<file path="src/rtl/sim_step_sequencer.sv">
// Timestep sequencer: pulses the column solvers, waits for all done flags under a watchdog,
// then colour-quantises each column's centre node and writes one RGB332 pixel per column.
//
// state   | meaning
// --------+-------------------------------------------------------------
// IDLE    | waiting for run or step_req
// START   | col_start pulse, watchdog cleared
// SETTLE  | one cycle with col_done ignored (flags may be stale)
// COMPUTE | waiting for &col_done, watchdog counting
// SEL     | drive col_sel with the current column index
// LAT     | node mux latency cycle
// QUANT   | wait for write_allow, then capture pixel and address
// WRITE   | hold write_en for WR_HOLD cycles
// NEXT    | advance column or finish the frame
// DONE    | bump step_count, pulse frame_done
module sim_step_sequencer #(
    parameter int NUM_COLS  = 32,
    parameter int COL_W     = 8,
    parameter int ADDR_W    = 8,
    parameter int ADDR_BASE = 31,
    parameter int WR_HOLD   = 3,
    parameter int TIMEOUT   = 4096
) (
    input  logic                clk_50,
    input  logic                reset,
    input  logic                run,
    input  logic                step_req,
    input  logic                write_allow,
    input  logic [NUM_COLS-1:0] col_done,
    input  logic signed [31:0]  node_in,
    output logic                col_start,
    output logic [COL_W-1:0]    col_sel,
    output logic [7:0]          write_data,
    output logic [ADDR_W-1:0]   write_addr,
    output logic                write_en,
    output logic                frame_done,
    output logic [15:0]         step_count,
    output logic                busy,
    output logic                err_timeout
);

    localparam int WD_W   = $clog2(TIMEOUT + 1);
    localparam int HOLD_W = (WR_HOLD > 1) ? $clog2(WR_HOLD) : 1;

    localparam logic [COL_W-1:0]  LAST_K   = COL_W'(NUM_COLS - 1);
    localparam logic [WD_W-1:0]   WD_LAST  = WD_W'(TIMEOUT - 1);
    localparam logic [HOLD_W-1:0] HOLD_MAX = HOLD_W'(WR_HOLD - 1);
    localparam logic [ADDR_W-1:0] BASE     = ADDR_W'(ADDR_BASE);

    // Node is signed 5.27 fixed point; thresholds are +/-2, 4, 6.
    localparam logic signed [31:0] TH_P6 = 32'sh30000000;
    localparam logic signed [31:0] TH_P4 = 32'sh20000000;
    localparam logic signed [31:0] TH_P2 = 32'sh10000000;
    localparam logic signed [31:0] TH_N4 = 32'shE0000000;
    localparam logic signed [31:0] TH_N6 = 32'shD0000000;

    typedef enum logic [3:0] {
        S_IDLE,
        S_START,
        S_SETTLE,
        S_COMPUTE,
        S_SEL,
        S_LAT,
        S_QUANT,
        S_WRITE,
        S_NEXT,
        S_DONE
    } state_t;

    state_t state, state_n;

    logic [COL_W-1:0]  k, k_n;
    logic [WD_W-1:0]   wd, wd_n;
    logic [HOLD_W-1:0] hold, hold_n;

    logic              col_start_n;
    logic [COL_W-1:0]  col_sel_n;
    logic [7:0]        write_data_n;
    logic [ADDR_W-1:0] write_addr_n;
    logic              write_en_n;
    logic              frame_done_n;
    logic [15:0]       step_count_n;
    logic              busy_n;
    logic              err_timeout_n;

    function automatic logic [7:0] colour(input logic signed [31:0] v);
        logic [7:0] c;
        if (v >= TH_P6)       c = 8'hE0;
        else if (v >= TH_P2 + TH_P2) c = 8'hE8;
        else if (v >= TH_P2)  c = 8'hCD;
        else if (v > 0)       c = 8'hF8;
        else if (v == 0)      c = 8'h77;
        else if (v >= TH_N4)  c = 8'h00;
        else if (v >= TH_N6)  c = 8'hE3;
        else                  c = 8'hFF;
        return c;
    endfunction

    always_comb begin
        state_n       = state;
        k_n           = k;
        wd_n          = wd;
        hold_n        = hold;
        col_sel_n     = col_sel;
        write_data_n  = write_data;
        write_addr_n  = write_addr;
        write_en_n    = 1'b0;
        frame_done_n  = 1'b0;
        step_count_n  = step_count;
        err_timeout_n = err_timeout;

        case (state)
            S_IDLE: begin
                if (run || step_req) state_n = S_START;
            end
            S_START: begin
                wd_n    = '0;
                state_n = S_SETTLE;
            end
            S_SETTLE: begin
                state_n = S_COMPUTE;
            end
            S_COMPUTE: begin
                if (&col_done) begin
                    k_n     = '0;
                    state_n = S_SEL;
                end else if (wd == WD_LAST) begin
                    err_timeout_n = 1'b1;
                    state_n       = S_IDLE;
                end else begin
                    wd_n = wd + WD_W'(1);
                end
            end
            S_SEL: begin
                col_sel_n = k;
                state_n   = S_LAT;
            end
            S_LAT: begin
                state_n = S_QUANT;
            end
            S_QUANT: begin
                if (write_allow) begin
                    write_addr_n = BASE + ADDR_W'(k);
                    write_data_n = colour(node_in);
                    write_en_n   = 1'b1;
                    hold_n       = HOLD_MAX;
                    state_n      = S_WRITE;
                end
            end
            S_WRITE: begin
                // Hold runs to completion regardless of write_allow.
                if (hold == '0) begin
                    state_n = S_NEXT;
                end else begin
                    write_en_n = 1'b1;
                    hold_n     = hold - HOLD_W'(1);
                end
            end
            S_NEXT: begin
                if (k == LAST_K) begin
                    state_n = S_DONE;
                end else begin
                    k_n     = k + COL_W'(1);
                    state_n = S_SEL;
                end
            end
            S_DONE: begin
                step_count_n = step_count + 16'd1;
                frame_done_n = 1'b1;
                state_n      = S_IDLE;
            end
            default: begin
                state_n = S_IDLE;
            end
        endcase

        col_start_n = (state_n == S_START);
        busy_n      = (state_n != S_IDLE);
    end

    always_ff @(posedge clk_50) begin
        if (reset) begin
            state       <= S_IDLE;
            k           <= '0;
            wd          <= '0;
            hold        <= '0;
            col_start   <= 1'b0;
            col_sel     <= '0;
            write_data  <= '0;
            write_addr  <= '0;
            write_en    <= 1'b0;
            frame_done  <= 1'b0;
            step_count  <= '0;
            busy        <= 1'b0;
            err_timeout <= 1'b0;
        end else begin
            state       <= state_n;
            k           <= k_n;
            wd          <= wd_n;
            hold        <= hold_n;
            col_start   <= col_start_n;
            col_sel     <= col_sel_n;
            write_data  <= write_data_n;
            write_addr  <= write_addr_n;
            write_en    <= write_en_n;
            frame_done  <= frame_done_n;
            step_count  <= step_count_n;
            busy        <= busy_n;
            err_timeout <= err_timeout_n;
        end
    end

endmodule

</file>
<file path="config.mk">
export PLATFORM = sky130hd
export DESIGN_NAME = sim_step_sequencer
export DESIGN_NICKNAME = d
export VERILOG_FILES = /design/src/rtl/sim_step_sequencer.sv
export SDC_FILE = /design/constraint.sdc
export NUM_CORES = 1
export LEC_CHECK = 0
export ABC_AREA = 0
export CAP_MARGIN = 20
export CORE_MARGIN = 1
export CORE_UTILIZATION = 42
export DETAILED_ROUTE_END_ITERATION = 10
export GPL_ROUTABILITY_DRIVEN = 0
export GPL_TIMING_DRIVEN = 1
export PLACE_DENSITY = 0.77
export SLEW_MARGIN = 0
export SYNTH_ARGS = -nofsm -noshare
export SYNTH_HDL_FRONTEND = slang
export SYNTH_SLANG_ARGS = --single-unit
</file>
<file path="constraint.sdc">
create_clock -name clk_50 -period 2.2 [get_ports clk_50]
set_input_delay 0.66 -clock clk_50 [delete_from_list [all_inputs] [get_ports clk_50]]
set_output_delay 0.66 -clock clk_50 [all_outputs]
set_load 0.1 [all_outputs]
</file>
==> results of run 1 <==
-- flip-flops by register name, indices dropped and copies added (netlist names) --
register,count
busy,1
col_sel,8
col_start,1
err_timeout,1
frame_done,1
hold,2
k,8
state,4
step_count,16
wd,13
write_addr,8
write_data,8
write_en,1
-- metrics by stage --
step                std cells  hold slack (ns)  setup WS (ns)   util  TNS [ns]
floorplan                 432            0.428         0.0874      -         0
finish                    671            0.457         0.0238  0.671         0
CTS                       668            0.458       0.000942  0.654         0
detailed placement        652            0.449         -0.390  0.625     -6.38
global route              671            0.486        -0.0163  0.671   -0.0390
global placement          652            0.440         -0.343  0.625     -5.36
-- cell families (layout without fill, tap and decap cells) --
group	after synthesis	after routing	synth area share
AOI/OAI and AO/OA	102	102	0.179
xor gates and xnor gates	16	16	0.0400
adders and majority gates	5	5	0.0179
buffers and inverters	37	174	0.0429
DFF	72	72	0.412
muxes	5	5	0.0143
and+or+nand+nor	195	195	0.294
-- path summary, 6_finish.rpt --
check / start / endpoint / slack [ns] / depth (start not counted)
worst max register to register: state[2] / step_count[12] / 0.19 / 6
worst max-delay path: col_done[23] / k[3] / 0.02 / 7
worst min-delay path: hold[1] / hold[1] / 0.46 / 2
worst min register to register: hold[1] / hold[1] / 0.46 / 2
-- cell type report --
| cell class | instances | area [sq um] | share of cell area |
|---|---|---|---|
| Clock inverter | 4 | 51.3 | 0.00969 |
| Sequential cell | 72 | 1440 | 0.272 |
| Multi-Input combinational cell | 323 | 1980 | 0.375 |
| Clock buffer | 12 | 165 | 0.0312 |
| Tap cell | 102 | 128 | 0.0241 |
| Inverter | 13 | 48.8 | 0.00922 |
| Timing Repair Buffer | 145 | 1480 | 0.279 |
-- metal layers --
| metal | GRT usage | share of wire |
|---|---|---|
| met1 | 0.255 | 0.42 |
| met2 | 0.385 | 0.52 |
| met3 | 0.0659 | 0.046 |
| met4 | 0.0526 | 0.011 |
| met5 | 0 | 0 |
-- power breakdown --
| group | internal, mW | switching, mW |
|---|---|---|
| logic | 0.174 | 0.171 |
| registers | 1.31 | 0.00527 |
| clock network | 0.617 | 0.494 |
| total | 2.10 | 0.670 |
-- layout by cell type (no fill, tap or decap), drive strengths merged, types with 3 or more instances in the layout --
master,synthesis,layout
and2,3,3
dlymetal6s2s,0,11
xor2,7,7
nor4,15,15
and3,4,4
buf,8,78
clkdlybuf4s50,0,56
nor3,12,12
o31ai,7,7
or3,19,19
nor2,39,39
o21ai,22,22
ha,5,5
clkbuf,16,12
dfxtp,72,72
a211oi,10,10
nand4,16,16
nand3,16,16
or4,7,7
a21oi,45,45
mux2i,5,5
xnor2,9,9
nand2,48,48
inv,13,13
a31oi,3,3
-- what timing repair did --
item,in CTS,in global routing
gates resized for setup,1,26
endpoints found under the setup margin,4,17
pin swaps,1,18
buffers inserted,0,3
-- critical path: stages --
cell             delay (ns)
clkdlybuf4s50_1        0.46
nand4_1                0.12
nor4_4                 0.37
a31oi_4                0.18
buf_6                  0.16
or3_1                  0.36
a21oi_1                0.13
==> results.md, run 1 <==
- Clk buf depth: 2
- Clk_lat worst skew: 0.35 ns
- Fmax: 460 MHz
- Total power draw: roughly 2.8 mW
- Post-synth EDFFs: 0
- Max FO, Critical Path: 5
- Area after DPL: between 0.004 and 0.005 sq mm
- Die H: 93.3 um
- HP Class: reg -> reg
- Final ANT Viol Nets: 0
- Top_reg_cell synth: dfxtp_1
- Peak VDD IR: 0.000597 V
- DRC viols: 0
- First DRT Iteration DRCs: 163
- Pleak: just over 2 nW
- Starting Density: 0.444
- Tcrit/Tclk final: 0.989
- Avg Cell Area, Syn: about 8 sq um
- MaxCap Viol Count: 0
- DR pass1 iterations: 4
- GRT Overall Usage: 0.217
- Pins Over Slew Limit: 0
- Full die area: 0.00870 sq mm
- Hold Violations, Final: 0
- YS warnings: 0
- Most common cell in the netlist: dfxtp_1
- Filler cells: 646
- Top cells by area, synth: dfxtp_1, a21oi_1, nand2_1
- Setup crit start kind: input port
- CTS Root Cell: clkbuf_8
- Worst-Margin Slew: 0.458 ns
- Yosys top cell area share: 0.412
- Core Area: 0.00789 sq mm
- Via density: approximately 5.4
- Largest net degree at the start of global routing: 34
- Vias in the first global route: 3450
- Final clock skew: 0.00795 ns
- Async set or reset register ratio after synthesis: 0
- Pwr/cell area: 524 mW/mm^2
- Post-Synthesis Cell Area: 0.00350 sq mm
- Worst setup EP type: flop
- Clock sink count: 72
- Chip width: 93.3 um
- Final #Nets: 638
- Row count: 32
- Synth cell types: 55
- Antenna Cells: 0
- Clk slew on worst S/H paths: roughly 0.07 ns
- Arr. time, crit path: 2.45 ns
- Via count: 3655
- Post-layout min period: 2.18 ns
- H-tree Lvls: 3
- FF+latch count, synth: 72
- Slew headroom: 0.690
- Total CTS buffers: 9
- CTS Hold Bufs: 0
- Gate Count Post-Synth: 432
- I/O Buffers: between 100 and 150
- Area leader, netlist: dfxtp_1
- Post-DP HPWL: roughly 7000 um
- Kind of critical path: in -> reg
- Top-Level Pins: 114
- Fin area: 0.00529 sq mm
- WL final: 9620 um
- Layout cell share with drive strength beyond 1: 0.197
- Req. time, crit path: 2.47 ns
- Post-DR wirelength/cell: 14.3 um
- Initial antenna violation count: 0
- Area Overhead vs Synth: 51.2%
- Post-Syn Nets: 506
- Final setup vio count: 0
- Status: finished clean
- Sequential fraction of the synthesis area: 0.412
- Overflow after GRT: 0
- First-pass GRT wire length: 15300 um
- Post-synth top cells: dfxtp_1, nand2_1, a21oi_1
- CTS tree: done
No activity file was read; power rests on OpenSTA's default activity.
==> run 2, diff against run 1 <==
--- a/config.mk
+++ b/config.mk
@@ -8,11 +8,11 @@
 export ABC_AREA = 0
 export CAP_MARGIN = 20
 export CORE_MARGIN = 1
-export CORE_UTILIZATION = 42
+export CORE_UTILIZATION = 46
 export DETAILED_ROUTE_END_ITERATION = 10
 export GPL_ROUTABILITY_DRIVEN = 0
 export GPL_TIMING_DRIVEN = 1
-export PLACE_DENSITY = 0.77
+export PLACE_DENSITY = 0.8
 export SLEW_MARGIN = 0
 export SYNTH_ARGS = -nofsm -noshare
 export SYNTH_HDL_FRONTEND = slang
==> constraint.sdc (replaced) <==
create_clock -name clk_50 -period 2.5 [get_ports clk_50]
set_input_delay 0.75 -clock clk_50 [delete_from_list [all_inputs] [get_ports clk_50]]
set_output_delay 0.75 -clock clk_50 [all_outputs]
set_load 0.1 [all_outputs]
==> results.md, run 2 (synthesis gave the netlist of run 1 again) <==
- Largest net degree at the start of global routing: 33 (-2.9%)
- Regs by FF count: step_count: 16 flops, wd: 13 flops
- Utilization after layout: 0.670 (-0.000948)
- Footprint of the multi-input gates: 0.00192 sq mm (-3.0%)
- MaxCap Viol Count: 0 (unchanged)
- Reg2Reg Depth: 5 (-1)
- Final #Nets: 623 (-2.4%)
- Setup TNS Final: 0 ns (unchanged)
- Tcrit/Tclk final: 0.940
- Worst setup EP type: flop
- WL final: 8970 um (-6.7%)
- DR pass1 iterations: 4 (unchanged)
- Post-DP HPWL: 6640 um (-6.0%)
- Clock sink count: 72 (unchanged)
- Layout cell share with drive strength beyond 1: 0.156 (-0.0413)
- Most frequent cells in the layout: dfxtp_1, clkdlybuf4s50_1, buf_4
- Clk_lat worst skew: 0.35 ns (about the same)
- Largest Register: step_count
- Vias in the first global route: 3162 (-8.3%)
- Arr. time, crit path: 2.63 ns (+0.18 ns)
- Max FO, Critical Path: 7 (+2)
- First-pass GRT wire length: 14400 um (-5.7%)
- Hold Violations, Final: 0 (unchanged)
- Pins Over Slew Limit: 0 (unchanged)
- Starting Density: 0.480 (+0.0363)
- Final Worst Setup Slack: 0.151 ns (+0.127 ns)
- Slew headroom: 0.600 (-0.0900)
- Worst hold slack: 0.454 ns (-0.00342 ns)
- Top-Level Pins: 114 (unchanged)
- Worst-Margin Slew: 0.592 ns (+0.133 ns)
- Filler cells: 639 (-1.1%)
- Peak VDD IR: 0.000328 V (-45%)
- Total CTS buffers: 9 (unchanged)
- Final clock skew: 0.00763 ns (-0.000323 ns)
- CTS tree: done
- Commonest non-fill, non-tap cell in the layout: dfxtp_1
- DRC viols: 0 (unchanged)
- Row count: 31 (-3.1%)
- Initial antenna violation count: 0 (unchanged)
- Kind of critical path: in -> reg
- Placement Setup Slack: -0.240 ns (+0.150 ns)
- Via density: 5.46 (+0.18%)
- Hold Crit Depth: 2 (unchanged)
- Register area: 0.00144 sq mm (unchanged)
- Fmax: 426 MHz
- Clk buf depth: 2 (unchanged)
- Setup crit start kind: input port
- Final ANT Viol Nets: 0 (unchanged)
- Area Overhead vs Synth: 39.6%
- Antenna Cells: 0 (unchanged)
- Req. time, crit path: 2.78 ns (+0.31 ns)
- H-tree Lvls: 3 (unchanged)
- Clk slew on worst S/H paths: 0.07 ns (about the same)
- Post-layout min period: ~2.3 ns
- Final setup vio count: 0 (unchanged)
- Post-DR wirelength/cell: 13.8 um (-4.0%)
- Pwr/cell area: 482 mW/mm^2 (-8.1%)
- I/O Buffers: 113 (unchanged)
- Pleak: 1.77 nW (-13%)
- Setup Fix Bufs, Post-CTS: 0 (unchanged)
- Die H: 89.2 um (-4.4%)
- Core Area: 0.00729 sq mm (-7.6%)
- Chip width: 89.2 um (-4.4%)
- Status: finished clean
- Max reg flops: 16 (unchanged)
- Full die area: 0.00796 sq mm (-8.5%)
- GRT Overall Usage: 0.232 (+0.0146)
- Via count: 3558 (-2.7%)
- RSZ-0062 raised after global routing: no
- First DRT Iteration DRCs: 178 (+9.2%)
- CTS Root Cell: clkbuf_8
- Overflow after GRT: 0 (unchanged)
- HP Class: reg -> reg
-- run 2: final timing paths --
check	from	endpoint	slack, ns
min reg2reg	hold[1]	hold[1]	0.45
max reg2reg	state[0]	step_count[8]	0.24
max	col_done[23]	k[3]	0.15
min	hold[1]	hold[1]	0.45
-- run 2: metal layers --
metal / track usage / up-vias / part of all wire
li1: - / 1810 / -
met3: 0.0526 / 10 / 0.058
met4: 0.0837 / 0 / 0.013
met1: 0.301 / 1647 / 0.45
met5: 0 / - / 0
met2: 0.379 / 91 / 0.48
-- run 2: where the power goes --
group / internal [mW] / switching (mW) / total (mW) / leakage [nW]
registers: 1.16 / 0.0149 / 1.17 / 0.581
clock network: 0.480 / 0.435 / 0.916 / 0.0904
logic: 0.137 / 0.131 / 0.268 / 1.10
-- run 2: what timing repair did --
action,in CTS,in global routing
endpoints found under the hold margin,0,0
setup endpoints to repair,0,2
hold buffers,0,0
resized for setup,0,2
-- run 2: cell type report --
| type | instances | area share |
|---|---|---|
| Multi-Input combinational cell | 323 | 0.394 |
| Clock inverter | 5 | 0.0118 |
| Clock buffer | 10 | 0.0282 |
| Timing Repair Buffer | 130 | 0.236 |
| Sequential cell | 72 | 0.295 |
| Tap cell | 99 | 0.0253 |
| Inverter | 13 | 0.00998 |
-- run 2: per-stage QoR --
step	cell area, sq um	std cells	total power [mW]
2_1_floorplan	3500	432	1.32
3_3_place_gp	4680	637	1.46
3_5_place_dp	4680	637	1.46
4_1_cts	4870	652	2.37
5_1_grt	4890	652	2.44
6_report	4890	652	2.35
-- run 2: worst max-delay path, cell delays in order --
cell             delay [ns]
clkdlybuf4s50_1        0.48
nand4_1                0.12
nor4_2                 0.30
buf_4                  0.18
a31oi_2                0.13
buf_4                  0.19
or3_1                  0.35
a21oi_1                0.14
==> RTL edit 1, RTL diff (settings of run 1) <==
The parameter `ADDR_W` goes from 8 to 9.
--- a/src/rtl/sim_step_sequencer.sv
+++ b/src/rtl/sim_step_sequencer.sv
@@ -16,7 +16,7 @@
 module sim_step_sequencer #(
     parameter int NUM_COLS  = 32,
     parameter int COL_W     = 8,
-    parameter int ADDR_W    = 8,
+    parameter int ADDR_W    = 9,
     parameter int ADDR_BASE = 31,
     parameter int WR_HOLD   = 3,
     parameter int TIMEOUT   = 4096
Ports: changed (resized write_addr); port bits go from 114 to 115. No check against the original RTL was run, so the function may have changed too.
==> RTL edit 1 against run 1 <==
Maximum frequency up 1.9%; power down 2.8%; wire length down 7.0%; clock skew up 0.0017 ns; register-to-register slack worse by 0.05 ns; sequential cell count up 1; first-iteration DRC count down 21%; design area down 1.1%; sequential share of layout area up 0.82 points; area after synthesis up 0.57%; synthesized cell count up 0.23%; setup slack better by 0.040 ns.
==> RTL edit 1: results (changes against run 1) <==
critical_path:
  slowest_stage: "or4_1"
  reg2reg_slack_ns: 0.14  # -0.05 ns
  reg2reg_depth: 6  # unchanged
  cp-startpoint: "col_done[17]"
  max_stage_delay_ns: 0.52  # +0.06 ns
  critPathTopFamily: "simple AND/OR/NAND/NOR gates"
  path_max_fanout: 7  # +2
  crit_end: "k[7]"
  crit_arrival_ns: 2.42  # -0.03 ns
  worstReg2RegStart: "state[2]"
  r2r_end: "step_count[13]"
global_route:
  grt_pass1_vias: 3255  # -5.7%
  antenna_found_initial: 0  # unchanged
  grt_pass1_wl_mm: 14.01  # -8.1%
  grt_max_degree: 22  # -35%
  grt_usage_pct: 20.26  # -1.5 points
finish:
  nets: 635  # -0.47%
  num_antenna_cells: 0  # unchanged
  layout-drive-gt1-share_pct: 19.96  # +0.28 points
  nFillCells: 691  # +7.0%
  reg_top3: "step_count x16, wd x13, write_addr x9"
yosys:
  synth_common_cells: "dfxtp_1 (73), nand2_1 (46), nor2_1 (46)"
  ys_top_cells_by_area: "dfxtp_1 (42%), a21oi_1 (5.7%), nand2_1 (4.9%)"
  ys_seq_area_share_pct: 41.51  # +0.33 points
  async_flop_share_pct: 0  # unchanged
  yosysWarningCount: 0  # unchanged
  synth_nets: 507  # +0.20%
  synth_cell_types: 52  # -5.5%
drt:
  firstDrtPassIters: 4  # unchanged
  wirelength_mm: 8.940  # -7.0%
  initialDrtViolationCount: 129  # -21%
  vias: 3651  # -0.11%
sta:
  timing_hold_violations_final: 0  # unchanged
  fin_hold_ws_ns: 0.4555  # -0.001604 ns
  skew_ns: 0.009637  # +0.001687 ns
  fmax_ghz: 0.4681  # +1.9%
  tightest_slew_ns: 0.5927  # +0.1344 ns
clocking:
  root_buffer: "clkbuf_8"
  clk_path_buf_depth: 2  # unchanged
  h-tree-depth: 3  # unchanged
  cts.clk_slew.worst_paths_ns: 0.07  # about the same
  cts_made_buffers: 9  # unchanged
  insertion_delay_ns: 0.35  # about the same
worst_hold_path:
  hold-path-cell-count: 2  # unchanged
  hold_class: "reg2reg"
  min_to: "col_sel[0]"
  hold_start: "col_sel[0]"
placement:
  dp_hpwl_mm: 6.558  # -7.1%
  pre_cts_ws_ns: -0.4664  # -0.07662 ns
  port_buffers: 114  # +0.88%
status:
  outcome: "finished clean"
power:
  p_sw_uw: 661.3  # -1.3%
  total_leakage_power_nw: 2.115  # +4.2%
  ir_drop_mv: 0.3924  # -34%
-- RTL edit 1: cell type report --
type	instances	area, um^2	share of cell area [%]
multi-input cells	324	1966	37.53
flip-flops and latches	73	1469	28.05
repair buffers	144	1443	27.54
clock buffers	10	137.6	2.628
well taps	105	131.4	2.508
clock inverters	6	57.56	1.099
inverters	9	33.78	0.6450
-- RTL edit 1: metrics by stage --
step	cell area [um^2]	std cells
5_1_grt	5238	671
6_report	5238	671
3_3_place_gp	4890	651
3_5_place_dp	4890	651
4_1_cts	5131	669
2_1_floorplan	3528	433
-- RTL edit 1: metal layers --
metal  part of all wire (%)  track usage [%]  up-vias
met5                      0                0        -
met4                    1.3            7.692        0
met3                    8.6            5.854       10
met2                     47            34.07      131
met1                     43            24.35     1686
li1                       -                -     1824
-- RTL edit 1: power by group through the flow --
stage,combinational [mW],clock [mW],sequential [mW]
3_3_place_gp,0.312,0,1.37
4_1_cts,0.320,1.07,1.34
3_5_place_dp,0.317,0,1.37
5_1_grt,0.343,1.12,1.34
6_report,0.317,1.04,1.34
2_1_floorplan,0.101,0,1.41
-- RTL edit 1: cells by family (layout without fill, tap and decap cells) --
| logic type | Yosys count | in the layout | share of synthesized area [%] |
|---|---|---|---|
| buf+inv | 36 | 169 | 4.122 |
| mux | 4 | 4 | 1.137 |
| flops | 73 | 73 | 41.51 |
| xor+xnor | 19 | 19 | 4.726 |
| compound gates | 89 | 89 | 14.96 |
| fa+ha+maj | 6 | 6 | 2.061 |
| simple gates | 206 | 206 | 31.49 |
-- RTL edit 1: timing repair --
| action | 4_1_cts | 5_1_grt |
|---|---|---|
| resized for setup | 5 | 25 |
| buffers inserted | 2 | 1 |
| cloned | 0 | 1 |
| endpoints found under the setup margin | 8 | 25 |
| endpoints found under the hold margin | 0 | 0 |
| pin swaps | 5 | 12 |
==> RTL edit 2, RTL diff (settings of run 1) <==
Without the edit above. Take the reset off `write_addr` and load it in a clocked block of its own.
--- a/src/rtl/sim_step_sequencer.sv
+++ b/src/rtl/sim_step_sequencer.sv
@@ -187,7 +187,6 @@
             col_start   <= 1'b0;
             col_sel     <= '0;
             write_data  <= '0;
-            write_addr  <= '0;
             write_en    <= 1'b0;
             frame_done  <= 1'b0;
             step_count  <= '0;
@@ -201,7 +200,6 @@
             col_start   <= col_start_n;
             col_sel     <= col_sel_n;
             write_data  <= write_data_n;
-            write_addr  <= write_addr_n;
             write_en    <= write_en_n;
             frame_done  <= frame_done_n;
             step_count  <= step_count_n;
@@ -210,5 +208,9 @@
         end
     end
 
+    always_ff @(posedge clk_50) begin
+        write_addr <= write_addr_n;
+    end
+
 endmodule
 
Behaviour: differs if reset is asserted again (counterexample within 10 cycles, from zero or initial values and one cycle with reset high); with reset held inactive, the same outputs for 10 cycles.
==> RTL edit 2 against run 1 <==
Count of clock-buffer cells in the layout is 3 lower; sequential cell count stayed put; wire length is 7.8% lower; combinational power is 5% lower; area after synthesis is 2.7% higher; setup slack better by 0.032 ns; power is 1.3% lower; clock skew hardly changed; cell count is 1.5% lower; design area is 1.6% lower; non-clock buffer count is 1 higher; core utilization is 4.0 points lower.
==> RTL edit 2: results (changes against run 1) <==
placement:
  dp_hpwl_mm: 6.686  # -5.3%
  placement.cell_area_um2: 4986  # +1.1%
power:
  ir_drop_mv: 0.3286  # -45%
finish:
  nFillCells: 727  # +13%
  multi_input_gates: 309  # -4.3%
  fin_area_um2: 5211  # -1.6%
  nets: 625  # -2.0%
  seq_area_share_pct: 29.22  # +2.0 points
  multi_input_area_share_pct: 37.36  # -0.10 points
  layout-drive-gt1-share_pct: 21.04  # +1.4 points
  nNonClkBuffers: 146  # +0.69%
  nonClkBufAreaFrac_pct: 26.07  # -1.8 points
yosys:
  synth_common_cells: "dfxtp_1 (64), nand2_1 (52), a21oi_1 (39)"
  synth_nets: 491  # -3.0%
  ys_seq_area_share_pct: 42.31  # +1.1 points
  ys_top_cells_by_area: "dfxtp_1 (36%), edfxtp_1 (6.7%), a21oi_1 (5.4%)"
  synth_cell_types: 64  # +16%
  synth-edff-count: 8  # +8
critical_path:
  path_max_fanout: 4  # -1
  max_stage_delay_ns: 0.56  # +0.10 ns
  crit_arrival_ns: 2.38  # -0.07 ns
global_route:
  grt_pass1_vias: 3372  # -2.3%
  grt_max_degree: 31  # -8.8%
  grt_usage_pct: 20.69  # -1.0 points
  grt_pass1_wl_mm: 14.75  # -3.3%
drt:
  wire_per_inst_um: 13.41  # -6.4%
  vias_per_cell: 5.392  # -1.0%
status:
  outcome: "finished clean"
floorplanning:
  rows: 33  # +3.1%
## RTL edit 2: routing by layer
| metal | track usage (%) | wire (um) | up-vias |
|---|---|---|---|
| met1 | 24.04 | 3744 | 1645 |
| met5 | 0 | 0 | - |
| li1 | - | - | 1778 |
| met3 | 4.187 | 623 | 9 |
| met2 | 37.68 | 4386 | 132 |
| met4 | 6.944 | 113 | 0 |
## RTL edit 2: cell families after synthesis
family          share of synthesized area (%)
simple gates                            31.21
flops                                   42.31
fa+ha+maj                               2.018
xor+xnor                                3.897
mux                                     1.531
compound gates                          14.20
buf+inv                                 4.836
## RTL edit 2: per-stage QoR
stage	setup WS [ns]	instances
after floorplan	-0.08136	417
after global placement	-0.5453	644
after detailed placement	-0.6132	644
after CTS	0.07289	660
after global routing	-0.01481	661
final	0.05542	661
## RTL edit 2: path summary, 6_finish.rpt
kind | cells after the start | start | slack, ns | to
max | 6 | col_done[11] | 0.06 | wd[5]
min | 2 | wd[12] | 0.45 | wd[12]
max reg2reg | 7 | wd[0] | 0.26 | wd[9]
min reg2reg | 2 | wd[12] | 0.45 | wd[12]
## RTL edit 2: worst max-delay path: cells and delay by family
| family | cells | cell delay (ns) |
|---|---|---|
| muxes | 1 | 0.30 |
| buffers and inverters | 1 | 0.22 |
| AOI/OAI and AO/OA | 1 | 0.44 |
| and+or+nand+nor | 3 | 0.77 |
## RTL edit 2: timing repair
item                       CTS  global route
buffers inserted             0             1
hold buffers                 0             0
gates resized for setup     35             8
setup endpoints to repair   17            16
pin swaps                   13             3
## RTL edit 2: report_power, final
part           switching, mW  internal [mW]  total [mW]
clock                  0.534          0.535        1.07
sequential           0.00937           1.33        1.34
combinational          0.164          0.164       0.328
total                  0.707           2.03        2.74
